<file path="config.mk">
export PLATFORM = sky130hd
export DESIGN_NAME = conv_pixel_unpacker_flat
export DESIGN_NICKNAME = d
export VERILOG_FILES = /design/src/rtl/conv_pkg.sv /design/src/rtl/conv_pixel_unpacker_if.sv /design/src/rtl/conv_pixel_unpacker.sv /design/src/flat_wrapper.sv
export SDC_FILE = /design/constraint.sdc
export NUM_CORES = 1
export LEC_CHECK = 0
export BUFFER_PORTS_ARGS = -buffer_cell sky130_fd_sc_hd__buf_4
export CAP_MARGIN = 0
export CORE_ASPECT_RATIO = 1.4
export CORE_MARGIN = 4
export CORE_UTILIZATION = 35
export DETAILED_ROUTE_END_ITERATION = 16
export PLACE_DENSITY = 0.64
export SLEW_MARGIN = 10
export SYNTH_ARGS = -nofsm -noshare
export SYNTH_HDL_FRONTEND = slang
export SYNTH_SLANG_ARGS = --single-unit
</file>
<file path="constraint.sdc">
create_clock -name clk -period 4.3 [get_ports clk]
set_input_delay 0.43 -clock clk [delete_from_list [all_inputs] [get_ports clk]]
set_output_delay 0.43 -clock clk [all_outputs]
set_load 0.02 [all_outputs]
</file>
<file path="src/rtl/conv_pkg.sv">
// Shared definitions for the pixel unpacker: FSM encoding, default frame size
// and a width helper that never returns zero.
package conv_pkg;

  typedef enum logic [1:0] {
    ST_IDLE = 2'd0,
    ST_RUN  = 2'd1,
    ST_DONE = 2'd2
  } conv_state_e;

  localparam int IMG_W_DEF = 28;
  localparam int IMG_H_DEF = 28;

  function automatic int clog2_min1(input int n);
    return (n <= 1) ? 1 : $clog2(n);
  endfunction

endpackage

</file>
<file path="src/rtl/conv_pixel_unpacker_if.sv">
// Upstream FIFO read port and downstream pixel stream of the unpacker.
// master = unpacker side, slave = FIFO/sink side.
interface conv_pixel_unpacker_if;
  logic [31:0] fifo_rd_data;
  logic        fifo_rd_vld;
  logic        fifo_rd_en;
  logic [7:0]  pix_data;
  logic        pix_vld;
  logic        pix_rdy;
  logic        pix_sol;
  logic        pix_eol;
  logic        pix_sof;
  logic        pix_eof;

  modport master (
    input  fifo_rd_data, fifo_rd_vld, pix_rdy,
    output fifo_rd_en, pix_data, pix_vld, pix_sol, pix_eol, pix_sof, pix_eof
  );

  modport slave (
    output fifo_rd_data, fifo_rd_vld, pix_rdy,
    input  fifo_rd_en, pix_data, pix_vld, pix_sol, pix_eol, pix_sof, pix_eof
  );
endinterface

</file>
<file path="src/rtl/conv_pixel_unpacker.sv">
// Unpacks 32-bit FIFO words into an 8-bit pixel stream (LSB byte first) with
// row/frame markers, one frame per start request.
//
// state   | meaning
// IDLE    | waiting for start
// RUN     | popping words and emitting pixels
// DONE    | one-cycle done pulse, start ignored
module conv_pixel_unpacker
  import conv_pkg::*;
#(
  parameter int IMG_W = IMG_W_DEF,
  parameter int IMG_H = IMG_H_DEF
) (
  input  logic                   clk,
  input  logic                   rst_n,
  input  logic                   start,
  output logic                   busy,
  output logic                   done,
  conv_pixel_unpacker_if.master  bus
);

  localparam int NPIX   = IMG_W * IMG_H;
  localparam int NWORDS = NPIX / 4;
  localparam int COL_W  = clog2_min1(IMG_W);
  localparam int ROW_W  = clog2_min1(IMG_H);
  localparam int WRD_W  = clog2_min1(NWORDS + 1);

  localparam logic [COL_W-1:0] COL_LAST = COL_W'(IMG_W - 1);
  localparam logic [ROW_W-1:0] ROW_LAST = ROW_W'(IMG_H - 1);
  localparam logic [WRD_W-1:0] WRD_MAX  = WRD_W'(NWORDS);

  conv_state_e      r_state;
  logic [31:0]      r_buf;
  logic             r_buf_vld;
  logic [1:0]       r_byte_idx;
  logic [COL_W-1:0] r_col;
  logic [ROW_W-1:0] r_row;
  logic [WRD_W-1:0] r_words;
  logic             r_busy;
  logic             r_done;

  logic w_xfer;
  logic w_last_byte;
  logic w_col_last;
  logic w_row_last;
  logic w_last_pix;
  logic w_pop;

  assign w_xfer      = r_buf_vld & bus.pix_rdy;
  assign w_last_byte = (r_byte_idx == 2'd3);
  assign w_col_last  = (r_col == COL_LAST);
  assign w_row_last  = (r_row == ROW_LAST);
  assign w_last_pix  = w_col_last & w_row_last;

  // Refill on empty, or in the same cycle the last held byte leaves, so word
  // boundaries cost no bubble. Gated by rst_n so a reset cycle never pops.
  assign w_pop = rst_n & (r_state == ST_RUN) & bus.fifo_rd_vld & (r_words < WRD_MAX)
               & (~r_buf_vld | (w_xfer & w_last_byte));

  assign bus.fifo_rd_en = w_pop;
  assign bus.pix_data   = r_buf[{r_byte_idx, 3'b000} +: 8];
  assign bus.pix_vld    = r_buf_vld;
  assign bus.pix_sol    = r_buf_vld & (r_col == '0);
  assign bus.pix_eol    = r_buf_vld & w_col_last;
  assign bus.pix_sof    = r_buf_vld & (r_col == '0) & (r_row == '0);
  assign bus.pix_eof    = r_buf_vld & w_last_pix;
  assign busy           = r_busy;
  assign done           = r_done;

  always_ff @(posedge clk) begin
    if (!rst_n) begin
      r_state    <= ST_IDLE;
      r_buf      <= '0;
      r_buf_vld  <= 1'b0;
      r_byte_idx <= '0;
      r_col      <= '0;
      r_row      <= '0;
      r_words    <= '0;
      r_busy     <= 1'b0;
      r_done     <= 1'b0;
    end else begin
      r_done <= 1'b0;
      case (r_state)
        ST_IDLE: begin
          if (start) begin
            r_state    <= ST_RUN;
            r_busy     <= 1'b1;
            r_buf      <= '0;
            r_buf_vld  <= 1'b0;
            r_byte_idx <= '0;
            r_col      <= '0;
            r_row      <= '0;
            r_words    <= '0;
          end
        end
        ST_RUN: begin
          if (w_xfer) begin
            r_byte_idx <= r_byte_idx + 2'd1;
            if (w_last_byte) r_buf_vld <= 1'b0;
            if (w_col_last) begin
              r_col <= '0;
              r_row <= r_row + ROW_W'(1);
            end else begin
              r_col <= r_col + COL_W'(1);
            end
            // Row is cleared on the final pixel so it never wraps past IMG_H-1.
            if (w_last_pix) begin
              r_state <= ST_DONE;
              r_done  <= 1'b1;
              r_row   <= '0;
            end
          end
          if (w_pop) begin
            r_buf      <= bus.fifo_rd_data;
            r_buf_vld  <= 1'b1;
            r_byte_idx <= '0;
            r_words    <= r_words + WRD_W'(1);
          end
        end
        ST_DONE: begin
          r_state <= ST_IDLE;
          r_busy  <= 1'b0;
        end
        default: begin
          r_state <= ST_IDLE;
          r_busy  <= 1'b0;
        end
      endcase
    end
  end

endmodule

</file>
<file path="src/flat_wrapper.sv">
// flat-port wrapper written by rule: the top's interface ports become plain ports
module conv_pixel_unpacker_flat import conv_pkg::*;
#(
  parameter int IMG_W = IMG_W_DEF,
  parameter int IMG_H = IMG_H_DEF
)
  (clk, rst_n, start, busy, done, bus_fifo_rd_data, bus_fifo_rd_vld, bus_pix_rdy, bus_fifo_rd_en, bus_pix_data, bus_pix_vld, bus_pix_sol, bus_pix_eol, bus_pix_sof, bus_pix_eof);
  conv_pixel_unpacker_if bus_i ();
  input  logic clk;
  input  logic rst_n;
  input  logic start;
  output logic busy;
  output logic done;
  input wire logic [$bits(bus_i.fifo_rd_data)-1:0] bus_fifo_rd_data;
  input wire logic [$bits(bus_i.fifo_rd_vld)-1:0] bus_fifo_rd_vld;
  input wire logic [$bits(bus_i.pix_rdy)-1:0] bus_pix_rdy;
  output wire logic [$bits(bus_i.fifo_rd_en)-1:0] bus_fifo_rd_en;
  output wire logic [$bits(bus_i.pix_data)-1:0] bus_pix_data;
  output wire logic [$bits(bus_i.pix_vld)-1:0] bus_pix_vld;
  output wire logic [$bits(bus_i.pix_sol)-1:0] bus_pix_sol;
  output wire logic [$bits(bus_i.pix_eol)-1:0] bus_pix_eol;
  output wire logic [$bits(bus_i.pix_sof)-1:0] bus_pix_sof;
  output wire logic [$bits(bus_i.pix_eof)-1:0] bus_pix_eof;
  assign bus_i.fifo_rd_data = bus_fifo_rd_data;
  assign bus_i.fifo_rd_vld = bus_fifo_rd_vld;
  assign bus_i.pix_rdy = bus_pix_rdy;
  assign bus_fifo_rd_en = bus_i.fifo_rd_en;
  assign bus_pix_data = bus_i.pix_data;
  assign bus_pix_vld = bus_i.pix_vld;
  assign bus_pix_sol = bus_i.pix_sol;
  assign bus_pix_eol = bus_i.pix_eol;
  assign bus_pix_sof = bus_i.pix_sof;
  assign bus_pix_eof = bus_i.pix_eof;
  conv_pixel_unpacker #(.IMG_W(IMG_W), .IMG_H(IMG_H)) u_core (.clk(clk), .rst_n(rst_n), .start(start), .busy(busy), .done(done), .bus(bus_i));
endmodule
</file>
==> flow_metrics.env <==
export IMPL_clock_sinks=57
export IMPL_fp_row_count=37
export IMPL_syn_inst=259
export IMPL_clockBufferDepth=2
export IMPL_status="completed"
export IMPL_dr_pass1_iters=4
export IMPL_p_switching_w=0.0002738
export IMPL_hp_class="in -> reg"
export IMPL_drive_gt1_share_pct=27.69
export IMPL_final_area_mm2=0.003217
export IMPL_fp_dieW_um=81.63
export IMPL_area_growth_pct=21.10
export IMPL_synth_mux_area_fraction_pct=7.537
export IMPL_period_needed_ps=2852
export IMPL_cts_buffers_inserted=9
export IMPL_synth_xor_area_share_pct=1.319
export IMPL_grt_setup_unrepaired="false"
export IMPL_fin_skew_ps=4.821
export IMPL_mostFrequentLayoutCells="57 x dfxtp_1, 52 x buf_4, 25 x a22o_1, 21 x a21oi_1, 16 x nand3_1"
export IMPL_clkLatencyLatePin_ps=330
export IMPL_postRouteAntennaNets=0
export IMPL_critPathMaxFanout=39
export IMPL_slew_headroom_pct=33.07
export IMPL_synth_seq_area_share_pct=42.96
export IMPL_grt_overflow=0
export IMPL_p_int_w=0.0008349
export IMPL_io_pins=53
export IMPL_cts_clk_slew_worst_paths_ps=60
export IMPL_end_kind="primary output"
export IMPL_start_util_pct=36.09
export IMPL_yosysWarnings=0
export IMPL_core_area_mm2=0.007361
export IMPL_slowest_stage="dfxtp_1"
export IMPL_ctsResizeCount=0
export IMPL_synth_edff_count=0
export IMPL_max_freq_ghz=0.3507
export IMPL_min_path_cells=2
export IMPL_final_nets=345
export IMPL_synth_compound_area_share_pct=21.38
export IMPL_wl_per_cell_um=15.33
export IMPL_rr_endpoint="u_core.r_words[3]"
export IMPL_wl_um=6195
export IMPL_synthSimpleGateAreaFrac_pct=17.48
export IMPL_hold_start="bus_fifo_rd_data[10]"
export IMPL_die_h_um=111.1
export IMPL_mostFrequentLayoutCell="dfxtp_1"
export IMPL_avgSynthCellArea_um2=10.26
export IMPL_grt_pass1_wl_um=10560
export IMPL_critical_path_class="reg -> out"
export IMPL_synth_top_family_by_area="compound AO/OA/AOI/OAI gates"
export IMPL_crit_chain="ha_1 -> a21bo_2 -> o2111ai_4 -> inv_4 -> buf_4"
export IMPL_hold_viol_final=0
export IMPL_vias=2177
export IMPL_grt_max_degree=40
export IMPL_tightestPinTransition_ps=1001
export IMPL_crit_start="u_core.r_byte_idx[1]"
export IMPL_reg2regPathDepth=6
export IMPL_drt_iter0_markers=122
export IMPL_dp_hpwl_um=4489
export IMPL_cts_max_level=3
export IMPL_grt_pass1_vias=2251
export IMPL_dp_slack_ps=1522
export IMPL_cp_top_family="flip-flops"
export IMPL_r2r_start="u_core.r_byte_idx[1]"
export IMPL_port_buffers=52
export IMPL_drc_errors=0
export IMPL_slowest_delay_ps=690
export IMPL_critPathBufInv=2
export IMPL_hold_buffers=0
export IMPL_placed_area_mm2=0.003043
export IMPL_root_buffer="clkbuf_8"
export IMPL_n_antenna_cell=0
export IMPL_pwr_share_comb_pct=9.8
export IMPL_maxCapViolCount=0
export IMPL_powerDensity_mw_per_mm2=344.6
export IMPL_switching_share_pct=24.69
export IMPL_setup_ws_ps=1448
export IMPL_final_core_util_pct=43.70
export IMPL_drv_slew=0
export IMPL_gp_congestion=0.7933
export IMPL_cp_arrival_ps=2420
export IMPL_start_kind="register"
export IMPL_reg2reg_slack_ps=1550
export IMPL_vias_per_cell=5.389
export IMPL_synth_adder_area_share_pct=2.826
export IMPL_cts_tree="yes"
export IMPL_antenna_found_initial=0
export IMPL_cts_setup_buffers=0
export IMPL_clock_power_share_pct=39.8
export IMPL_ys_flop_type="dfxtp_1"
export IMPL_period_share_pct=66.32
export IMPL_min_to="u_core.r_buf[10]"
export IMPL_worstPathRequired_ps=3870
export IMPL_p_leak_nw=1.269
export IMPL_setup_viol=0
export IMPL_async_reset_ff_share_pct=0
export IMPL_fin_tns_setup_ps=0
export IMPL_ir_worst_vdd_mv=0.1702
export IMPL_synth_area_mm2=0.002656
export IMPL_ys_ff_latch=57
export IMPL_grt_usage_pct=14.96
export IMPL_die_area_mm2=0.009067
export IMPL_seqPwrFrac_pct=50.4
export IMPL_synth_fp_nets=302
export IMPL_ys_types=51
stage by stage:
stage / hold WS (ps) / total power, W / std cells
after global placement: 452.0 / 0.0006790 / 388
final: 313.5 / 0.001109 / 404
after detailed placement: 453.6 / 0.0006802 / 388
after CTS: 295.5 / 0.001124 / 404
after floorplan: 436.9 / 0.0006358 / 259
after global routing: 301.0 / 0.001157 / 404
routing by layer:
metal	vias up	wire, µm	global-route usage [%]
met3	22	352	4.715
met2	69	2887	22.69
met1	1014	2751	18.53
met4	0	204	8.093
li1	1072	-	-
met5	-	0	0
flip-flops by register name (all words and copies together) (netlist names):
| name | count |
|---|---|
| u_core.r_col | 5 |
| u_core.bus.pix_vld | 1 |
| u_core.busy | 1 |
| u_core.r_words | 8 |
| u_core.r_row | 5 |
| u_core.r_byte_idx | 2 |
| u_core.done | 1 |
| u_core.r_state | 2 |
| u_core.r_buf | 32 |
power by group through the flow:
stage / sequential, W / combinational [W] / clock, W
6_report: 0.000559 / 0.000109 / 0.000441
5_1_grt: 0.000561 / 0.000121 / 0.000475
4_1_cts: 0.000559 / 0.000110 / 0.000455
3_5_place_dp: 0.000570 / 0.000110 / 0
3_3_place_gp: 0.000570 / 0.000109 / 0
2_1_floorplan: 0.000563 / 0.0000725 / 0
kinds of logic (layout without fill, tap and decap cells):
kind of cell             Yosys count  count (layout)
AO/OA/AOI/OAI                     75              75
XOR/XNOR                           4               4
adder cells (fa/ha/maj)            6               6
buffers and inverters             32              80
flip-flops                        57              57
multiplexers                      10              10
AND/OR/NAND/NOR                   75              75
final cells by class:
cell class / instances / area (µm²)
clock buffer: 13 / 158.9
clock inverter: 3 / 15.01
fill: 699 / 4144
inverter: 12 / 47.55
multi-input combinational: 170 / 1343
sequential: 57 / 1141
tap: 97 / 121.4
timing repair buffer: 52 / 390.4
worst max-delay path by stage:
stage                   endpoint  slack (ps)  depth (start not counted)
2_1_floorplan     bus_fifo_rd_en        2450                          6
3_3_place_gp   u_core.r_words[3]        1520                          6
3_5_place_dp   u_core.r_words[3]        1520                          6
4_1_cts           bus_fifo_rd_en        1380                          5
5_1_grt           bus_fifo_rd_en        1190                          5
6_report          bus_fifo_rd_en        1450                          5
synthesized netlist by cell type, drive strengths merged, types with 4 or more instances:
| cell | instances | area, µm² |
|---|---|---|
| clkbuf | 9 | 35.03 |
| and3 | 6 | 37.54 |
| nand4b | 10 | 87.58 |
| a22o | 25 | 219.0 |
| nand2b | 4 | 32.53 |
| and2 | 4 | 25.02 |
| dfxtp | 57 | 1141 |
| nand2 | 9 | 33.78 |
| a211oi | 5 | 37.54 |
| a21oi | 21 | 105.1 |
| nand3 | 16 | 80.08 |
| ha | 6 | 75.07 |
| xnor2 | 4 | 35.03 |
| buf | 11 | 90.08 |
| nor2 | 13 | 48.80 |
| o21ai | 4 | 20.01 |
| inv | 12 | 47.55 |
| mux4 | 8 | 180.2 |
(Power assumes the default switching activity.)
